[config.mk]
export PLATFORM = sky130hd
export DESIGN_NAME = store_packer
export DESIGN_NICKNAME = d
export VERILOG_FILES = /design/src/rtl/store_packer_pkg.sv /design/src/rtl/store_fifo.sv /design/src/rtl/store_packer.sv
export SDC_FILE = /design/constraint.sdc
export NUM_CORES = 1
export LEC_CHECK = 0
export CAP_MARGIN = 20
export CORE_MARGIN = 1.5
export CORE_UTILIZATION = 57
export CTS_BUF_LIST = sky130_fd_sc_hd__clkbuf_8
export DETAILED_ROUTE_END_ITERATION = 10
export PLACE_DENSITY = 0.92
export SLEW_MARGIN = 10
export SYNTH_ARGS = -nofsm -noshare
export SYNTH_HDL_FRONTEND = slang
export SYNTH_SLANG_ARGS = --single-unit
[constraint.sdc]
create_clock -name clk -period 15.8 [get_ports clk]
set_clock_uncertainty 0.15 [all_clocks]
set_input_delay 2.37 -clock clk [delete_from_list [all_inputs] [get_ports clk]]
set_output_delay 2.37 -clock clk [all_outputs]
set_load 0.02 [all_outputs]
[src/rtl/store_packer_pkg.sv]
// Shared store encodings and the packed bus-write entry layout used by the
// store packer and its write FIFO.
package store_packer_pkg;

  // Store size encodings from the MEM stage.
  localparam logic [1:0] ST_NONE = 2'd0;
  localparam logic [1:0] ST_B    = 2'd1;
  localparam logic [1:0] ST_H    = 2'd2;
  localparam logic [1:0] ST_W    = 2'd3;

  localparam logic [3:0] BE_ALL  = 4'b1111;

  // One queued bus write: word address, lane-replicated data, byte enables.
  typedef struct packed {
    logic [31:0] addr;
    logic [31:0] data;
    logic [3:0]  be;
  } bus_entry_t;

  localparam int ENTRY_W = $bits(bus_entry_t);

endpackage

[src/rtl/store_fifo.sv]
// Small synchronous FIFO with a registered head output. The head register
// always presents the oldest entry and keeps its last value once empty.
module store_fifo
  import store_packer_pkg::*;
#(
  parameter int DEPTH = 2,
  parameter int WIDTH = ENTRY_W
) (
  input  logic                       clk,
  input  logic                       reset,
  input  logic                       push,
  input  logic [WIDTH-1:0]           push_data,
  input  logic                       pop,
  output logic [WIDTH-1:0]           head_data,
  output logic                       full,
  output logic                       empty,
  output logic [$clog2(DEPTH):0]     count
);

  localparam int PTR_W = $clog2(DEPTH);
  localparam int OCC_W = $clog2(DEPTH) + 1;

  logic [WIDTH-1:0] mem [DEPTH];
  logic [PTR_W-1:0] wptr, rptr, rptr_nxt;
  logic [OCC_W-1:0] count_q, remaining;
  logic [WIDTH-1:0] head_q, head_nxt;
  logic             do_push, do_pop;

  // Full is taken from the occupancy count so pointer equality is never ambiguous.
  assign full     = (count_q == OCC_W'(DEPTH));
  assign empty    = (count_q == '0);
  assign do_push  = push && !full;
  assign do_pop   = pop && !empty;
  assign rptr_nxt = rptr + PTR_W'(do_pop);
  assign remaining = count_q - OCC_W'(do_pop);

  assign head_data = head_q;
  assign count     = count_q;

  // Next head: the next older entry if one survives the pop, else a fresh push into an empty queue.
  always_comb begin
    // NOTE: default assignment first so every path drives head_nxt and no latch is inferred.
    head_nxt = head_q;
    if (remaining != '0) begin
      head_nxt = mem[rptr_nxt];
    end else if (do_push) begin
      head_nxt = push_data;
    end
  end

  // Entry storage write port.
  // NOTE: the storage array is deliberately not reset; occupancy decides validity, so clearing it buys nothing.
  always_ff @(posedge clk) begin
    if (do_push) begin
      mem[wptr] <= push_data;
    end
  end

  // Pointers, occupancy and head register; reset overrides any push or pop.
  always_ff @(posedge clk) begin
    // NOTE: non-blocking assignments so every register samples pre-edge values regardless of statement order.
    if (!reset) begin
      wptr    <= '0;
      rptr    <= '0;
      count_q <= '0;
      head_q  <= '0;
    end else begin
      if (do_push) begin
        wptr <= wptr + PTR_W'(1);
      end
      rptr   <= rptr_nxt;
      head_q <= head_nxt;
      case ({do_push, do_pop})
        2'b10:   count_q <= count_q + OCC_W'(1);
        2'b01:   count_q <= count_q - OCC_W'(1);
        default: count_q <= count_q;
      endcase
    end
  end

endmodule

[src/rtl/store_packer.sv]
// Packs sb/sh/sw stores into word-aligned, lane-replicated bus writes with
// byte enables, queues them, and drains them over a req/ack handshake.
// Misaligned stores raise a one-cycle AdES pulse and are dropped.
module store_packer
  import store_packer_pkg::*;
#(
  parameter int DEPTH = 2,
  parameter int CNT_W = 16
) (
  input  logic                     clk,
  input  logic                     reset,
  input  logic                     st_valid,
  output logic                     st_ready,
  input  logic [1:0]               st_op,
  input  logic [31:0]              st_addr,
  input  logic [31:0]              st_data,
  output logic                     bus_req,
  output logic [31:0]              bus_addr,
  output logic [31:0]              bus_wdata,
  output logic [3:0]               bus_be,
  input  logic                     bus_ack,
  output logic                     exc_ades,
  output logic [31:0]              exc_badvaddr,
  output logic [$clog2(DEPTH):0]   pending,
  output logic [CNT_W-1:0]         st_count
);

  bus_entry_t packed_entry;
  bus_entry_t head;
  logic       aligned;
  logic       accept;
  logic       do_push;
  logic       misaligned;
  logic       fifo_full;
  logic       fifo_empty;

  // Lane selection, data replication and alignment check for the presented store.
  always_comb begin
    packed_entry.addr = {st_addr[31:2], 2'b00};
    packed_entry.data = '0;
    packed_entry.be   = '0;
    aligned           = 1'b1;
    case (st_op)
      ST_B: begin
        packed_entry.data = {4{st_data[7:0]}};
        packed_entry.be   = 4'b0001 << st_addr[1:0];
      end
      ST_H: begin
        aligned           = !st_addr[0];
        packed_entry.data = {2{st_data[15:0]}};
        packed_entry.be   = st_addr[1] ? 4'b1100 : 4'b0011;
      end
      ST_W: begin
        aligned           = (st_addr[1:0] == 2'b00);
        packed_entry.data = st_data;
        packed_entry.be   = BE_ALL;
      end
      default: begin
        aligned = 1'b1;
      end
    endcase
  end

  // Ready depends only on occupancy; a full queue refuses even when a pop coincides.
  assign st_ready   = !fifo_full;
  assign accept     = st_valid && st_ready && (st_op != ST_NONE);
  assign do_push    = accept && aligned;
  assign misaligned = accept && !aligned;

  store_fifo #(
    .DEPTH (DEPTH),
    .WIDTH (ENTRY_W)
  ) u_fifo (
    .clk       (clk),
    .reset     (reset),
    .push      (do_push),
    .push_data (packed_entry),
    .pop       (bus_ack),
    .head_data (head),
    .full      (fifo_full),
    .empty     (fifo_empty),
    .count     (pending)
  );

  assign bus_req   = !fifo_empty;
  assign bus_addr  = head.addr;
  assign bus_wdata = head.data;
  assign bus_be    = head.be;

  // AdES pulse for a misaligned accepted store, latching the faulting address.
  always_ff @(posedge clk) begin
    if (!reset) begin
      exc_ades     <= 1'b0;
      exc_badvaddr <= '0;
    end else begin
      exc_ades <= misaligned;
      if (misaligned) begin
        exc_badvaddr <= st_addr;
      end
    end
  end

  // Count of stores committed to the queue, wrapping naturally.
  always_ff @(posedge clk) begin
    if (!reset) begin
      st_count <= '0;
    end else if (do_push) begin
      st_count <= st_count + CNT_W'(1);
    end
  end

endmodule

# Yosys cells after proc, flatten, opt, wreduce, memory -nomap -nowiden

Memory sizes are Yosys's and may differ from the RTL's.
Cells that the tools add are included.

RAM bits: 132
Bits of input ports: 70
Memories: 1
Output and inout port bits: 121
Bits in registers: 121
Word-level logic and storage cells: 45

Reductions and logical operators: 16
Equal/unequal tests: 6
Shifts and indexed selects: 1
Mux-type cells: 8
Add/sub/neg operators: 6

Memories:

| memory     | words | bits a word | read ports | clocked after memory_dff | wr ports | RTL line         | text |
|---|---|---|---|---|---|---|---|
| u_fifo.mem | 2     | 66          | 1          | 0                        | 1        | store_fifo.sv:23 | `logic [WIDTH-1:0] mem [DEPTH];` |

Operators with widths:

| kind                  | number |
|---|---|
| $mux 68               | 2 |
| $pmux 36 s3           | 1 |
| $add 16x1->16 const B | 1 |
| $eq 2x2->1 const B    | 4 |
| $reduce_bool 2->1     | 4 |
| $logic_and 1x1->1     | 6 |
| $eq 2x1->1 const B    | 2 |
| $logic_not 1->1       | 4 |
| $logic_not 2->1       | 2 |
| $mux 4                | 1 |
| $pmux 2 s2            | 1 |
| $shl 1x2->4 const A   | 1 |
| $add 2x1->2 const B   | 1 |
| $mux 1                | 2 |
| $pmux 1 s2            | 1 |
| $sub 2x1->2           | 1 |
| $sub 2x1->2 const B   | 1 |
| $add 1x1->1           | 1 |
| $add 1x1->1 const B   | 1 |

# Depth between registers and ports, before layout

Gate-level depths: netlist of run 1.

Depth after elaboration: 8
Gate-level depth with buffers: 11
Gate-level depth less buffers: 7

# Modules after synthesis

From an unflattened synthesis of run 1, not the netlist that was laid out.

Cell total of the unflattened synthesis: 957
Area total of the unflattened synthesis: 10557.6 um^2

By module, submodules not included:

| module       | sequential area each (um^2) | cells an instance | instances | area an instance (um^2) |
|---|---|---|---|---|
| store_fifo   | 5525.3                      | 632               | 1         | 8054.0 |
| store_packer | 980.9                       | 325               | 1         | 2503.7 |

# Worst setup path after synthesis of run 1

OpenSTA, ideal clock, no wires.

Kind: input-to-reg
Start point: input st_op[1]
End point: memory u_fifo.mem[0][0] (netlist name), enable pin
Cell stages on the path: 8
Path buffers: 4
Setup slack: 9.138 ns
Library setup time: 0.492 ns
Required time: 15.158 ns
Arrival time: 6.021 ns
Cells stage by stage: or2_1 -> buf_2 -> o2111a_1 -> buf_4 -> inv_2 -> buf_6 -> buf_4 -> nor2_1

Word-level cells in the longest chain between the ends: 6
Elaborated cells on any way between the ends: 9
Classes of those cells: eq/ne (2); mux (3); reduce/logical (4)

Ends and longest elaborated chain:

| what                                                   | RTL line                               | text |
|---|---|---|
| start: declaration                                     | store_packer.sv:14                     | `input logic [1:0] st_op,` |
| $eq 2x2->1 / $reduce_bool 2->1 (equally long branches) | store_packer.sv:43, store_packer.sv:66 |  |
| $pmux 1 s2 / $logic_and 1x1->1 (equally long branches) | store_packer.sv:43, store_packer.sv:66 |  |
| $logic_and 1x1->1 (*)                                  | store_packer.sv:67                     | `assign do_push = accept && aligned;` |
| $logic_and 1x1->1 (*)                                  | store_fifo.sv:32                       | `assign do_push = push && !full;` |
| $mux 1 (*)                                             | store_fifo.sv:54                       | `if (do_push) begin` |
| $mux 1 (not written as such) (*)                       | store_fifo.sv:55                       | `mem[wptr] <= push_data;` |
| end: declaration                                       | store_fifo.sv:23                       |  |

Every way passes the cells marked *; elsewhere a longest branch is shown, timed or not.

# Worst setup path after layout of run 1

Start point: input st_op[1]
End point: register u_fifo.count_q[1] (netlist: u_fifo.count[1])

Word-level cells in the longest chain between the ends: 6
Elaborated cells on any way between the ends: 11
Classes of those cells: eq/ne (4); mux (2); reduce/logical (5)

Ends and longest elaborated chain:

| what                                                   | RTL line                               | text |
|---|---|---|
| $eq 2x2->1 / $reduce_bool 2->1 (equally long branches) | store_packer.sv:43, store_packer.sv:66 |  |
| $pmux 1 s2 / $logic_and 1x1->1 (equally long branches) | store_packer.sv:43, store_packer.sv:66 |  |
| $logic_and 1x1->1 (*)                                  | store_packer.sv:67                     |  |
| $logic_and 1x1->1 (*)                                  | store_fifo.sv:32                       |  |
| $eq 2x1->1 / $eq 2x2->1 (equally long branches)        | store_fifo.sv:73                       | `case ({do_push, do_pop})` |
| $pmux 2 s2 / $reduce_bool 2->1 (equally long branches) | --                                     |  |
| end signal: assignment                                 | store_fifo.sv:74                       | `2'b10: count_q <= count_q + OCC_W'(1);` |
| end signal: assignment                                 | store_fifo.sv:75                       | `2'b01: count_q <= count_q - OCC_W'(1);` |
| end signal: assignment                                 | store_fifo.sv:76                       | `default: count_q <= count_q;` |
| end: declaration                                       | store_fifo.sv:25                       | `logic [OCC_W-1:0] count_q, remaining;` |

Marked as above.
A chain may end at the register's enable or synchronous reset.

==> results.md, run 1 <==
* Slew headroom at 38.8%
* Mapped cell area at 9870 sq um
* DR vias/cell at about 5.8
* Ports at about 190
* Worst-skew pair later-pin latency at 0.52 ns
* Unrepaired setup endpoints after global routing: no
* Period Utilization, post-route at 35.1%
* Final Cell Area at around 13000 sq um
* Maxcap violations at 0
* Wire per inst at 20.0 um
* RePlAce Congestion at roughly 0.85
* Place WS at between 9 and 10 ns
* GRT overflow at 0
* # diodes at 0
* Met1 Wirelength at ~9.4 mm
* Largest fanout on the critical path at 73
* Initial drt markers at between 500 and 600
* Largest net degree at the start of global routing at 74
* H-tree levels at 2
* Fin Setup TNS at 0 ns
* Top Metal Used: met4
* Synth-to-Final Area Change at 28.2%
* IO buf count at 188
* Run status: completed
* Ys flop type: edfxtp_1
* Synth warnings at 0
* Mean Syn Cell Area at around 13 sq um
* DP Wirelength at 15.1 mm
* PwrDens at between 150 and 200 nW/um^2
* FFs w/ async S/R, synth at 0%
* Share of post-route cells with drive strength above 1 at between 7 and 8%
* Core Rows at 47
* Clk sinks at approximately 250
* Vias in the first global route at approximately 7.0k
* Initial Utilization at about three fifths
* Hold Vio Cnt, Final at 0
* Total CTS buffers at 39
* Startpoint types: input pin
* Seq/Total Area, Yosys at between 60% and 70%
* LEAKAGE at ~5.0 nW
* First-pass GRT wire length at about 37 mm
* Core area at ~17000 sq um
* Final Net Count at a little over 1k
* CP Class: in -> reg
* Hold WS at between 0.3 and 0.4 ns
* Register bit total from synthesis at 251
* TritonCTS clock tree: yes
* DP Cell Count at 1122
* Routed WL at around 24 mm
* Final setup violation count at 0
* Met2 wire len at approximately 12 mm
* HP Class: reg -> reg
* CTS max path bufs at 3
* Post-synth EDFFs at around 130
* All-Layer GR Usage at 26.1%
* Post-Syn Instances at ~760
* CTS clk-pin slew, worst paths at roughly 0.060 ns
* Initial antenna violation count at 0
* Required time of the critical path at about 16 ns
* Critical Path End Type: register
* CP arrival at between 5 and 6 ns
* # resized after CTS at 0
* Via Count at between 6k and 7k
* Drc violations at 0
* Die width at roughly 130 um
* Met3 wire length at about 1.7 mm
* Setup bufs post-CTS at 0
* Worst vdd ir at about 0.097 mV
* Detail Route Antenna Nets at 0
* Die Span Y at 135 um
* Pins Over Slew Limit at 0
* Synth unique cells at 44
* Final std cells w/o fill at 1192
* Cell Area, Placed at 11900 sq um
* 1st-pass router iterations at 5
* Slew at the pin closest to its max-slew limit at just over 0.9 ns
* Clock root buffer: clkbuf_8
* Crit path time final at ~5.6 ns
* Die area at between 15000 and 20000 sq um
* Hold-fix buffers, CTS at 0
* Fmax at 180 MHz
* Worst setup margin at about 10 ns
[cell usage after synthesis (3+ instances only)]
cell type  instances  area share [%]
or4_1              6            0.46
o2bb2ai_1         16             1.4
o22ai_1           38             2.4
a21oi_1           16            0.81
nand2_1           16            0.61
nand4_1            3            0.19
buf_2             19            0.96
clkbuf_1          27             1.0
o31ai_1            6            0.46
or3_1              4            0.25
xnor2_1            4            0.36
a22o_1             8            0.71
nand2b_1           6            0.38
nor2_1            89             3.4
nand3_1            5            0.25
buf_4              5            0.38
inv_1              7            0.27
o21ai_0           11            0.56
dfxtp_1          119              24
o32ai_1           26             2.3
edfxtp_1         132              40
mux2i_1          152              15
and2_1             8            0.51
and3_1             3            0.19
[power by group]
| part | internal, mW | switching [mW] | total (mW) |
|---|---|---|---|
| Sequential | 0.785 | 0.0511 | 0.836 |
| Combinational | 0.281 | 0.344 | 0.625 |
| Clock | 0.282 | 0.243 | 0.525 |
[through the flow]
| stage | utilization (%) | power, mW |
|---|---|---|
| after floorplan | - | 1.22 |
| after CTS | 75.5 | 1.99 |
| after detailed placement | 71.0 | 1.47 |
| final | 75.5 | 1.99 |
| after global placement | 71.0 | 1.45 |
| after global routing | 75.5 | 2.07 |
[cells in the final DEF (no fill, tap or decap), types with 2 or more instances in the layout]
cell type,synthesis,routed
o32ai_1,26,26
edfxtp_1,132,132
o2bb2ai_1,16,16
o21ai_0,11,11
and4_1,2,2
clkdlybuf4s50_1,0,188
xnor2_1,4,3
o22ai_1,38,38
o211a_1,2,2
a31oi_1,2,2
nor2_1,89,87
and3_1,3,3
nand4_1,3,3
o31ai_1,6,6
clkinv_1,1,7
mux2i_1,152,152
conb_1,1,2
or4_1,6,6
o311ai_0,2,2
inv_1,7,16
o41ai_1,2,2
dfxtp_1,119,119
nand3_1,5,5
buf_4,5,12
a22o_1,8,8
ha_1,2,2
clkinv_2,0,8
o21a_1,2,2
or3_1,4,4
a21oi_1,16,16
nor2_4,0,2
mux2_2,2,2
and2_1,8,8
clkbuf_8,0,46
nand2b_1,6,5
nand2_1,16,15
[final timing paths]
path	cells past startpoint	slack (ns)	startpoint	to
max reg2reg	6	12.66	u_fifo.count[0]	u_fifo.mem[1][8]
min reg2reg	2	0.34	u_fifo.head_data[25]	u_fifo.head_data[25]
max	8	10.25	st_op[1]	u_fifo.count[1]
min	2	0.34	u_fifo.head_data[25]	u_fifo.head_data[25]
[logic make-up (layout without fill, tap and decap cells)]
| logic type | count (synthesis) | in the layout | synth area share, % |
|---|---|---|---|
| xor+xnor | 5 | 5 | 0.444 |
| fa+ha+maj | 2 | 2 | 0.254 |
| other cells | 1 | 2 | 0.0380 |
| flops | 251 | 251 | 64.3 |
| compound gates | 132 | 132 | 9.62 |
| simple gates | 147 | 147 | 6.77 |
| mux | 154 | 154 | 15.6 |
| buf+inv | 63 | 279 | 2.90 |
[layout make-up]
class | count | area [sq um]
fillers | 1051 | 4110
repair buffers | 200 | 1970
well taps | 220 | 275
clock buffers | 46 | 633
flip-flops and latches | 251 | 6350
inverters | 9 | 33.8
multi-input cells | 442 | 3270
clock inverters | 24 | 126
[flip-flops by register name, indices dropped and copies added (netlist names)]
name and flops:
exc_badvaddr 32, u_fifo.wptr 1, u_fifo.head_data 66, st_count 16
u_fifo.count 2, exc_ades 1, u_fifo.rptr 1, u_fifo.mem 132
[worst max-delay path: stages]
cell	delay (ns)
clkdlybuf4s50_1	0.79
clkinv_1	0.53
o2111a_2	0.42
inv_2	0.09
buf_4	0.70
ha_1	0.39
or3_1	0.37
a21oi_1	0.14
[per-layer routing]
layer / global-route usage [%] / vias to the layer above
met3: 5.74 / 55
met2: 45.0 / 280
met1: 32.6 / 3418
met5: 0 / -
met4: 9.32 / 0
li1: - / 3217
No activity file was read; power rests on OpenSTA's default activity.
==> run 2, diff against run 1 <==
--- a/config.mk
+++ b/config.mk
@@ -7,10 +7,10 @@
 export LEC_CHECK = 0
 export CAP_MARGIN = 20
 export CORE_MARGIN = 1.5
-export CORE_UTILIZATION = 57
+export CORE_UTILIZATION = 48
 export CTS_BUF_LIST = sky130_fd_sc_hd__clkbuf_8
 export DETAILED_ROUTE_END_ITERATION = 10
-export PLACE_DENSITY = 0.92
+export PLACE_DENSITY = 0.83
 export SLEW_MARGIN = 10
 export SYNTH_ARGS = -nofsm -noshare
 export SYNTH_HDL_FRONTEND = slang
==> constraint.sdc (replaced) <==
create_clock -name clk -period 4.9 [get_ports clk]
set_clock_uncertainty 0.15 [all_clocks]
set_input_delay 0.735 -clock clk [delete_from_list [all_inputs] [get_ports clk]]
set_output_delay 0.735 -clock clk [all_outputs]
set_load 0.02 [all_outputs]
==> run 2 against run 1 <==
  * Register-to-register slack worse by 10 ns
  * Clock-buffer cell count up 5
  * Clock power rose to 3.3 times the previous value
  * Sequential cell count unchanged
  * Non-clock buffer count up 5
  * Cell area up 1.4%
  * Global-route usage down 4.6 points
  * Via count down 2.5%
  * Critical endpoint unchanged
  * Largest cell class unchanged
  * Largest power group unchanged
  * Highest routed layer unchanged
==> results.md, run 2 (synthesis results as in run 1) <==
* Run status: completed
* Required time of the critical path at 5.20 ns (-10.90 ns)
* Hold-fix buffers, CTS at 0 (unchanged)
* Worst R2R Start: u_fifo.count[0]
* Max FFs per register at 132 (unchanged)
* Hold Vio Cnt, Final at 0 (unchanged)
* Largest stage delay on the critical path at 0.81 ns (+0.02 ns)
* Crit path buf inv count at 3 (-1)
* Setup bufs post-CTS at 0 (unchanged)
* Vias in the first global route at 6762 (-3.7%)
* Largest fanout on the critical path at 17 (-77%)
* Core Rows at 52 (+11%)
* Grt peak-use layer: met2
* Core area at 20200 sq um (+20%)
* LEAKAGE at 5.12 nW (+1.5%)
* Synth-to-Final Area Change at 30.0%
* Min-Delay Endpoint: st_count[15]
* Share of post-route cells with drive strength above 1 at 8.65% (+0.73 points)
* Pins Over Slew Limit at 0 (unchanged)
* Drc violations at 0 (unchanged)
* Final Net Count at 1022 (+0.69%)
* CP arrival at 3.69 ns (-2.16 ns)
* Die area at 21400 sq um (+18%)
* # resized after CTS at 0 (unchanged)
* Fin Setup TNS at 0 ns (unchanged)
* R2r endpoint: u_fifo.mem[0][10]
* Critical path, cell by cell: clkdlybuf4s50_1, clkinv_1, o2111a_2, inv_2, ha_1, or3_1, a21oi_1
* Delay-heaviest family, CP: buffers and inverters
* IO buf count at 188 (unchanged)
* Routed WL at 23.0 mm (-3.5%)
* Fmax at around 300 MHz
* Final setup violation count at 0 (unchanged)
* Worst vdd ir at 0.293 mV (+200%)
* Critical Path End Type: register
* Crit path time final at about 3.4 ns
* Total CTS buffers at 41 (+5.1%)
* Multi-input gate area at 3270 sq um (unchanged)
* Initial Utilization at 48.9% (-10 points)
* Largest net degree at the start of global routing at 54 (-27%)
* PwrDens at 501 nW/um^2 (+220%)
* DR vias/cell at 5.42 (-7.3%)
* Initial antenna violation count at 0 (unchanged)
* Cell Area, Placed at 12000 sq um (+1.1%)
* Slew at the pin closest to its max-slew limit at 0.750 ns (-0.169 ns)
* Via Count at 6793 (-2.5%)
* TritonCTS clock tree: yes
* Clk sinks at 251 (unchanged)
* H-tree levels at 2 (unchanged)
* First-pass GRT wire length at 36.5 mm (-1.1%)
* Worst reg-to-reg path cell count at 5 (-1)
* Met1 Use GR at 26.7% (-5.9 points)
* Ports at 191 (unchanged)
* All-Layer GR Usage at 21.5% (-4.6 points)
* CP Class: in -> reg
* Startpoint types: input pin
* Die Span Y at 146 um (+8.8%)
* HP Class: reg -> reg
* GRT overflow at 0 (unchanged)
* Die width at 146 um (+8.8%)
* 1st-pass router iterations at 4 (-1)
* Unrepaired setup endpoints after global routing: no
* Met3 Use GR at 5.28% (-0.46 points)
* Hold Crit Depth at 2 (unchanged)
* DP Wirelength at 14.7 mm (-2.7%)
* Detail Route Antenna Nets at 0 (unchanged)
* Register area at 6350 sq um (unchanged)
* CTS clk-pin slew, worst paths at 0.06 ns (about the same)
* Register with the highest flop count: u_fifo.mem
* Slowest-stage cell, CP: clkdlybuf4s50_1
* Worst-skew pair later-pin latency at 0.52 ns (about the same)
* Maxcap violations at 0 (unchanged)
* Clock root buffer: clkbuf_8
* Commonest non-fill, non-tap cell in the layout: clkdlybuf4s50_1
* Initial drt markers at 305 (-43%)
* RePlAce Congestion at 0.827 (-3.1%)
* R2R setup slack at 2.55 ns (-10.11 ns)
* Wire per inst at 18.3 um (-8.2%)
* Period Utilization, post-route at between 60% and 70%
* Slew headroom at 50.0% (+11 points)
* Final std cells w/o fill at 1253 (+5.1%)
* # diodes at 0 (unchanged)
* M2 GR Usage at 36.5% (-8.5 points)
* Hold Startpoint: st_count[15]
* DP Cell Count at 1177 (+4.9%)
* FILL cells at 1533 (+46%)
* Most frequent cells in the layout: 188 x clkdlybuf4s50_1, 152 x mux2i_1, 132 x edfxtp_1
* CTS max path bufs at 3 (unchanged)
* Final Cell Area at 12800 sq um (+1.4%)
==> run 2: changes by cell type in the layout (fill, tap and decap cells not counted) <==
cell / previous run / this run
clkbuf_8: 46 / 51
clkinv_2: 8 / 6
buf_4: 12 / 15
buf_12: 0 / 2
clkinv_1: 7 / 4
bufinv_16: 1 / 0
clkinvlp_4: 0 / 1
inv_1: 16 / 22
==> run 2: worst max-delay path by stage <==
stage | cells after the start | to | start
finish | 7 | u_fifo.count[1] | st_op[1]
global route | 7 | u_fifo.count[1] | st_op[1]
floorplan | 8 | u_fifo.mem[1][0] | st_op[1]
detailed placement | 7 | u_fifo.count[1] | st_op[1]
global placement | 7 | u_fifo.count[1] | st_op[1]
CTS | 7 | u_fifo.count[1] | st_op[1]
==> run 2: area by class of cell <==
cell class	instances	area share [%]
multi-input cells	442	25.5
flip-flops and latches	251	49.5
well taps	270	2.63
clock inverters	25	0.819
inverters	9	0.263
repair buffers	205	15.9
clock buffers	51	5.47
==> run 2: metal layers <==
metal	wire length (um)	vias up
met5	0	-
li1	-	3236
met2	11400	187
met1	9770	3332
met3	1210	38
met4	571	0
==> run 2: through the flow <==
step | power, mW | utilization, % | setup slack, ns | hold WS [ns]
2_1_floorplan | 3.94 | - | 0.990 | 0.329
3_3_place_gp | 4.71 | 59.6 | 1.11 | 0.312
3_5_place_dp | 4.74 | 59.6 | 1.05 | 0.328
4_1_cts | 6.48 | 63.6 | 1.61 | 0.338
5_1_grt | 6.73 | 63.6 | 1.43 | 0.358
6_report | 6.43 | 63.6 | 1.51 | 0.331
==> run 2: tightest hold or removal path, cell delays in order, from the launching register on <==
cell and delay [ns]:
dfxtp_1 0.32, o31ai_1 0.06, a21oi_1 0.05
==> run 2: report_power, final <==
part | switching [mW] | internal (mW)
clock | 0.795 | 0.940
sequential | 0.152 | 2.53
combinational | 1.09 | 0.919
total | 2.04 | 4.39
